### config.mk
export PLATFORM = sky130hd
export DESIGN_NAME = inst_fetch
export DESIGN_NICKNAME = d
export VERILOG_FILES = /design/src/rtl/inst_fetch_pkg.sv /design/src/rtl/inst_fetch.sv
export SDC_FILE = /design/constraint.sdc
export NUM_CORES = 1
export LEC_CHECK = 0
export CAP_MARGIN = 20
export CELL_PAD_IN_SITES_DETAIL_PLACEMENT = 1
export CELL_PAD_IN_SITES_GLOBAL_PLACEMENT = 1
export CORE_MARGIN = 5
export CORE_UTILIZATION = 32
export DETAILED_ROUTE_END_ITERATION = 8
export PLACE_DENSITY = 0.85
export SETUP_SLACK_MARGIN = 0.5
export SLEW_MARGIN = 15
export SYNTH_ARGS = -nofsm -noshare
export SYNTH_HDL_FRONTEND = slang
export SYNTH_SLANG_ARGS = --single-unit
### constraint.sdc
create_clock -name clk -period 4.6 [get_ports clk]
set_clock_uncertainty 0.1 [all_clocks]
set_input_delay 0.92 -clock clk [delete_from_list [all_inputs] [get_ports clk]]
set_output_delay 0.92 -clock clk [all_outputs]
set_load 0.05 [all_outputs]
### src/rtl/inst_fetch_pkg.sv
// inst_fetch_pkg: bus widths, chip-enable levels, fetch state encodings and reset PC
package inst_fetch_pkg;
   localparam int INST_ADDR_W = 32;
   localparam int INST_W = 32;
   localparam logic CHIP_ENABLE = 1'b1;
   localparam logic CHIP_DISABLE = 1'b0;
   localparam logic [INST_ADDR_W-1:0] RESET_PC = 32'h0000_0000;
   typedef enum logic [1:0] {IF_IDLE, IF_RUN, IF_ERR} if_state_e;
endpackage

### src/rtl/inst_fetch.sv
// inst_fetch: owns the PC, reads the instruction ROM and hands one entry at a time to decode.
// IF_DELAY_SLOT_EN: when defined, the fetch in flight during a branch is kept as the delay slot.
module inst_fetch
   import inst_fetch_pkg::*;
(
   input  logic                   clk,
   input  logic                   rst,
   output logic                   rom_ce_o,
   output logic [INST_ADDR_W-1:0] rom_addr_o,
   input  logic [INST_W-1:0]      rom_inst_i,
   output logic                   if_valid_o,
   input  logic                   id_ready_i,
   output logic [INST_ADDR_W-1:0] if_pc_o,
   output logic [INST_W-1:0]      if_inst_o,
   output logic                   if_adel_o,
   input  logic                   branch_flag_i,
   input  logic [INST_ADDR_W-1:0] branch_target_i,
   input  logic                   flush_i,
   input  logic [INST_ADDR_W-1:0] new_pc_i
);
   if_state_e state_q, state_d;
   logic [INST_ADDR_W-1:0] pc_q, pc_d, epc_q, epc_d;
   logic [INST_W-1:0] inst_q, inst_d;
   logic valid_q, valid_d, adel_q, adel_d, ce_q, ce_d;
   logic squash, adv;
`ifdef IF_DELAY_SLOT_EN
   assign squash = 1'b0;
`else
   assign squash = branch_flag_i;
`endif
   assign adv = (state_q == IF_RUN) && (!valid_q || id_ready_i) && !squash && !flush_i;
   always_comb begin
      state_d = (state_q == IF_IDLE) ? IF_RUN : state_q;
      pc_d = pc_q;
      valid_d = valid_q;
      epc_d = epc_q;
      inst_d = inst_q;
      adel_d = adel_q;
      if (adv) begin
         epc_d = pc_q;
         valid_d = 1'b1;
         adel_d = (pc_q[1:0] != 2'b00);
         inst_d = adel_d ? '0 : rom_inst_i;
         pc_d = adel_d ? pc_q : pc_q + 32'd4;
         state_d = adel_d ? IF_ERR : IF_RUN;
      end else if ((valid_q && id_ready_i) || squash) begin
         valid_d = 1'b0;
      end
      if (branch_flag_i) pc_d = branch_target_i;
      // a flush wins over everything, including an accept in the same cycle
      if (flush_i) begin
         valid_d = 1'b0;
         pc_d = new_pc_i;
         state_d = IF_RUN;
      end
      ce_d = (state_d == IF_IDLE) ? CHIP_DISABLE : CHIP_ENABLE;
   end
   always_ff @(posedge clk or posedge rst) begin
      if (rst) begin
         state_q <= IF_IDLE;
         pc_q <= RESET_PC;
         valid_q <= 1'b0;
         epc_q <= '0;
         inst_q <= '0;
         adel_q <= 1'b0;
         ce_q <= CHIP_DISABLE;
      end else begin
         state_q <= state_d;
         pc_q <= pc_d;
         valid_q <= valid_d;
         epc_q <= epc_d;
         inst_q <= inst_d;
         adel_q <= adel_d;
         ce_q <= ce_d;
      end
   end
   assign rom_ce_o = ce_q;
   assign rom_addr_o = pc_q;
   assign if_valid_o = valid_q;
   assign if_pc_o = epc_q;
   assign if_inst_o = inst_q;
   assign if_adel_o = adel_q;
endmodule

==> results.toml, run 1 <==
[floorplan]
io_pins = 200
die-area_um2 = 17900
num_rows = 45
die-width_um = 134
start_util = 0.324
core_um2 = 15100
die-height_um = 134

[finish]
n_antenna_cell = 0
final_cell_mix = "clkdlybuf4s50_1, dfrtp_1, nand2_1, o21ai_0, mux2_2"
finalNetCount = 787
layout.area.seq_um2 = 2530
area_delta_synth_final_pct = 50.8
n_fill_cell = 1708
multi_input_area_um2 = 2220
drive_gt1_frac = 0.0974
final_common_cell = "clkdlybuf4s50_1"

[routing]
drtIter0Drc = 169
ant_nets = 0
drt-vias-per-instance = 5.21
num_vias = 4567
wl_per_cell_um = 20.5
drc = 0
wl_um = 17900
first_pass_iters = 4

[pwr]
power_frac_seq = 0.357
power_leakage_nw = 3.03
swShare = 0.396
p_sw_mw = 1.30
finalPower_mw = 3.29
p_int_mw = 1.98
vdd_drop_max_v = 0.000189
p_clk_frac = 0.245
pwr_density_cell_nw_per_um2 = 444
comb_power_share = 0.398

[yosys]
netlist_instances = 495
synthFlopType = "dfrtp_1"
syn_avg_cell_area_um2 = 9.92
synth_area_um2 = 4910
seq_area_frac_synth = 0.515
synth-async-reset-ratio = 1.00
yosysTopAreaCell = "dfrtp_1"
synth-seq-cells = 101
synthTopCellsByArea = "dfrtp_1, nand2_1, mux2_2, o21ai_0, a21oi_1"
yosys_warnings = 0
yosys.area.top_type_share = 0.515
synth.distinct_cells = 60
synth_enable_flop_cells = 0
synth_nets = 597

[clock_tree]
clockBufferDepth = 2
ctsHoldBuffers = 0
clock_latency_ps = 350
cts_sinks = 101
tritoncts = "built"
clkTransAtPathRegs_ps = 60
cts.repair.resized = 0
clockRootBuffer = "clkbuf_16"
numCtsBuffers = 9
cts_setup_buffers = 0
h-tree-depth = 3

[setup_path]
setup.worst_path.end_class = "flip-flop"
cp_max_fo = 15
cp.arrival_ps = 3180
cp.required_ps = 4740
crit_path_start_kind = "input port"
path_class = "in -> reg"

[sta]
tns_ps = 0
tightest_slew_ps = 716
period_minus_slack_ps = 3040
period_share = 0.661
finalSetupViolCount = 0
max_freq_ghz = 0.329
maxSlewHeadroom = 0.520
hold_viol_final = 0
rsz0062_at_grt = "no"
slew_violations = 0

[placed_design]
io_buffers = 199
gp_routability_congestion = 0.834
dp.final_hpwl_um = 13600

[run]
maxCapViolCount = 0

[global_routing]
grt_max_degree = 102
grt_pass1_vias = 5065
grt-ovfl-total = 0
grt_pass1_wl_um = 28200
antenna_found_initial = 0
grt_usage = 0.200

[hold_path]
hold_class = "reg -> reg"

[run_status]
outcome = "finished clean"
## path summary, 6_finish.rpt
path                                            from                         end  slack (ps)  cells past startpoint
setup / recovery                       branch_flag_i  rom_addr_o[28]$_DFFE_PP0P_        1560                      5
hold / removal               if_pc_o[28]$_DFFE_PP0P_     if_pc_o[28]$_DFFE_PP0P_         380                      2
setup reg to reg           rom_addr_o[2]$_DFFE_PP0P_  rom_addr_o[20]$_DFFE_PP0P_        2140                      6
hold reg to reg              if_pc_o[28]$_DFFE_PP0P_     if_pc_o[28]$_DFFE_PP0P_         380                      2
max in group asynchronous                        rst      if_pc_o[4]$_DFFE_PP0P_        3020                      3
min in group asynchronous                        rst   if_inst_o[14]$_DFFE_PP0P_         970                      3
## cell usage after synthesis (2+ instances only)
library cell	count
a21oi_1	24
a221o_1	2
a22o_1	2
a22oi_1	14
a31o_2	2
a31oi_1	4
and2_1	5
and3_1	4
and4_1	3
buf_2	4
buf_4	2
buf_6	3
clkbuf_1	20
dfrtp_1	101
inv_1	10
mux2_2	29
mux2i_1	6
nand2_1	94
nand3_1	15
nand4_1	11
nor2_1	16
nor2_2	2
nor2b_1	2
nor3_1	7
nor4_4	3
o211ai_1	2
o21ai_0	47
o21ai_1	7
o221ai_1	3
o22ai_1	5
xnor2_1	6
xor2_1	12
## registers in the layout (all words and copies together) (netlist names)
register and count:
if_inst_o 32, if_pc_o 32, rom_addr_o 32, state_q 2
if_adel_o 1, if_valid_o 1, rom_ce_o 1
## kinds of logic after synthesis
group / Yosys count / share of synthesized area
xor gates and xnor gates: 18 / 0.0321
DFF: 101 / 0.515
muxes: 35 / 0.0787
and+or+nand+nor: 175 / 0.180
AOI/OAI and AO/OA: 125 / 0.154
adders and majority gates: 1 / 0.00255
other: 1 / 0.000763
buffers and inverters: 39 / 0.0369
## metrics by stage
step | area [um2] | setup WS, ps | utilization | std cells | hold WS [ps]
finish | 7410 | 1560 | 0.489 | 876 | 378
global route | 7410 | 1440 | 0.489 | 876 | 422
CTS | 7410 | 1550 | 0.489 | 876 | 387
detailed placement | 7100 | 1200 | 0.469 | 862 | 372
global placement | 7100 | 1270 | 0.469 | 862 | 361
floorplan | 4910 | 933 | - | 495 | 418
## per-layer routing
metal,vias up,global-route usage,part of all wire
li1,2124,-,-
met1,2246,0.256,0.43
met2,173,0.331,0.48
met3,24,0.0454,0.074
met4,0,0.0731,0.018
met5,-,0,0
## power groups by stage
stage	combinational, mW	sequential [mW]	clock, mW
floorplan	0.270	1.70	0
CTS	1.32	1.18	0.828
finish	1.31	1.17	0.806
global route	1.37	1.20	0.860
detailed placement	1.31	1.19	0
global placement	1.29	1.18	0
## worst max-delay path, stage by stage
cell,delay (ps)
clkdlybuf4s50_1,670
or2_1,590
nor2_1,460
nand3_1,240
o311ai_1,300
## final cells by class
type,count,share of cell area
timing repair buffer,208,0.281
tap,188,0.0318
clock inverter,4,0.0101
clock buffer,10,0.0309
multi-input combinational,355,0.299
inverter,10,0.00541
sequential,101,0.341
Note: power is estimated with default switching activity, not from simulation.
==> run 2, diff against run 1 <==
- CORE_UTILIZATION: 32 -> 29
- PLACE_DENSITY: 0.85 -> 0.82
- clock period: 4.6 -> 2.7 ns (I/O delays scaled with it)
==> run 2 against run 1 <==
Effect of this change:
- non-clock buffer count up 20
- global-route usage down 1.5 points
- critical path type is now reg -> out
- wire length up 2.7%
- total power up 66%
- highest routed layer is now met5
- die area up 9.6%
- core utilization down 2.9 points
- sequential power up 69%
- register-to-register slack worse by 1500 ps
==> results.toml, run 2 (synthesized netlist as in run 1, its figures left out) <==
[finish]
final_cell_mix = "clkdlybuf4s50_1, dfrtp_1, nand2_1, o21ai_0, dlygate4sd2_1"
area_delta_synth_final_pct = 55.2
drive_gt1_frac = 0.134
final_common_cell = "clkdlybuf4s50_1"
finalNetCount = 807

[sta]
rsz0062_at_grt = "yes"
holdWs_ps = 376
hold_viol_final = 0
max_freq_ghz = 0.462
tns_ps = 0
tightest_slew_ps = 652
maxSlewHeadroom = 0.563
finalSetupViolCount = 0
period_minus_slack_ps = 2170
period_share = 0.802
slew_violations = 0

[routing]
drtIter0Drc = 187
wl_per_cell_um = 19.8
drt-vias-per-instance = 4.97
drc = 0
ant_nets = 0
num_vias = 4628
first_pass_iters = 4
wl_um = 18400

[pwr]
power_leakage_nw = 3.37
p_clk_frac = 0.229
swShare = 0.406
p_int_mw = 3.24
pwr_density_cell_nw_per_um2 = 716
vdd_drop_max_v = 0.000332
power_frac_seq = 0.363
p_sw_mw = 2.22
comb_power_share = 0.407

[floorplan]
num_rows = 47
die-area_um2 = 19600
io_pins = 200
start_util = 0.296
die-height_um = 140
die-width_um = 140
core_um2 = 16600

[clock_tree]
clockRootBuffer = "clkbuf_16"
tritoncts = "built"
clock_latency_ps = 350
h-tree-depth = 3
cts_sinks = 101
numCtsBuffers = 9
clockBufferDepth = 2
clkTransAtPathRegs_ps = 70

[hold_path]
hold_class = "reg -> reg"
holdPathStages = 2

[setup_path]
crit_path_start_kind = "flip-flop"
slowest_delay_ps = 820
crit_buf_inv = 1
cp_slowest_cell = "clkdlybuf4s50_1"
reg2reg_depth = 5
cp_cell_sequence = "clkdlybuf4s50_1"
path_class = "reg -> out"
cp_max_fo = 2
critPathTopFamily = "buffers and inverters"
cp.depth = 1
cp.required_ps = 2060
setup.worst_path.end_class = "primary output"
cp.arrival_ps = 1530

[global_routing]
grt_pass1_wl_um = 29100
antenna_found_initial = 2
grt_pass1_vias = 5113
grt-ovfl-total = 0
grt_max_degree = 47
grt_usage = 0.185

[placed_design]
gp_routability_congestion = 0.817
dp.final_hpwl_um = 14200
io_buffers = 199

[run_status]
outcome = "finished clean"

[run]
maxCapViolCount = 0
-- run 2: changes by cell type in the layout (fill, tap and decap cells not counted), moves of 2 or more --
cell             delta
bufinv_16           -2
dfrtp_2             +2
dlymetal6s2s_1     +16
dfrtp_1             -2
clkbuf_8            +2
clkdlybuf4s50_1    -49
buf_4              +17
dlygate4sd2_1      +33
buf_12              +2
-- run 2: cell type report --
type,instances,area (um2)
Tap cell,220,275
Antenna cell,1,2.50
Clock inverter,4,30.0
Clock buffer,12,256
Multi-Input combinational cell,355,2220
Inverter,10,45.0
Sequential cell,101,2530
Fill cell,1862,8960
Timing Repair Buffer,228,2260
-- run 2: routing by layer --
layer	up-vias	GRT usage	wire [um]
met2	180	0.301	8690
li1	2171	-	-
met1	2252	0.237	7880
met3	23	0.0556	1470
met4	2	0.0546	347
met5	-	0	13
-- run 2: power groups by stage --
stage	clock network, mW	registers (mW)	logic (mW)
after CTS	1.31	1.99	2.25
final	1.25	1.98	2.22
after global routing	1.37	2.02	2.34
after floorplan	0	2.90	0.460
after global placement	0	2.00	2.23
after detailed placement	0	2.02	2.28
-- run 2: stage by stage --
step	setup WS, ps	cells	total power, mW	utilization	cell area [um2]
final	534	931	5.46	0.460	7620
after global routing	494	931	5.73	0.460	7620
after CTS	505	927	5.54	0.455	7550
after detailed placement	-189	908	4.30	0.439	7280
after global placement	-33.2	908	4.23	0.439	7280
after floorplan	519	495	3.36	-	4920
-- run 2: worst paths after layout --
check                                                 from                         end  slack, ps
worst max-delay path               if_pc_o[16]$_DFFE_PP0P_                 if_pc_o[16]        530
worst min-delay path                if_pc_o[7]$_DFFE_PP0P_      if_pc_o[7]$_DFFE_PP0P_        380
worst max register to register  rom_addr_o[19]$_DFFE_PP0P_  rom_addr_o[27]$_DFFE_PP0P_        630
worst min register to register      if_pc_o[7]$_DFFE_PP0P_      if_pc_o[7]$_DFFE_PP0P_        380
max in group asynchronous                              rst  rom_addr_o[26]$_DFFE_PP0P_       1470
min in group asynchronous                              rst      if_pc_o[0]$_DFFE_PP0P_        440
-- run 2: what timing repair did --
action / in CTS / in global routing
gates resized for setup: 34 / 20
setup endpoints to repair: 47 / 26
hold buffers: 0 / 0
pin swaps: 2 / 2
buffers inserted: 3 / 3
-- run 2: worst register-to-register path, cell delays in order (launching register included) --
cell and delay [ps]:
dfrtp_1 520, nand4_1 390, nor4_4 350, a311oi_1 160, a31o_1 190, a2bb2o_1 270
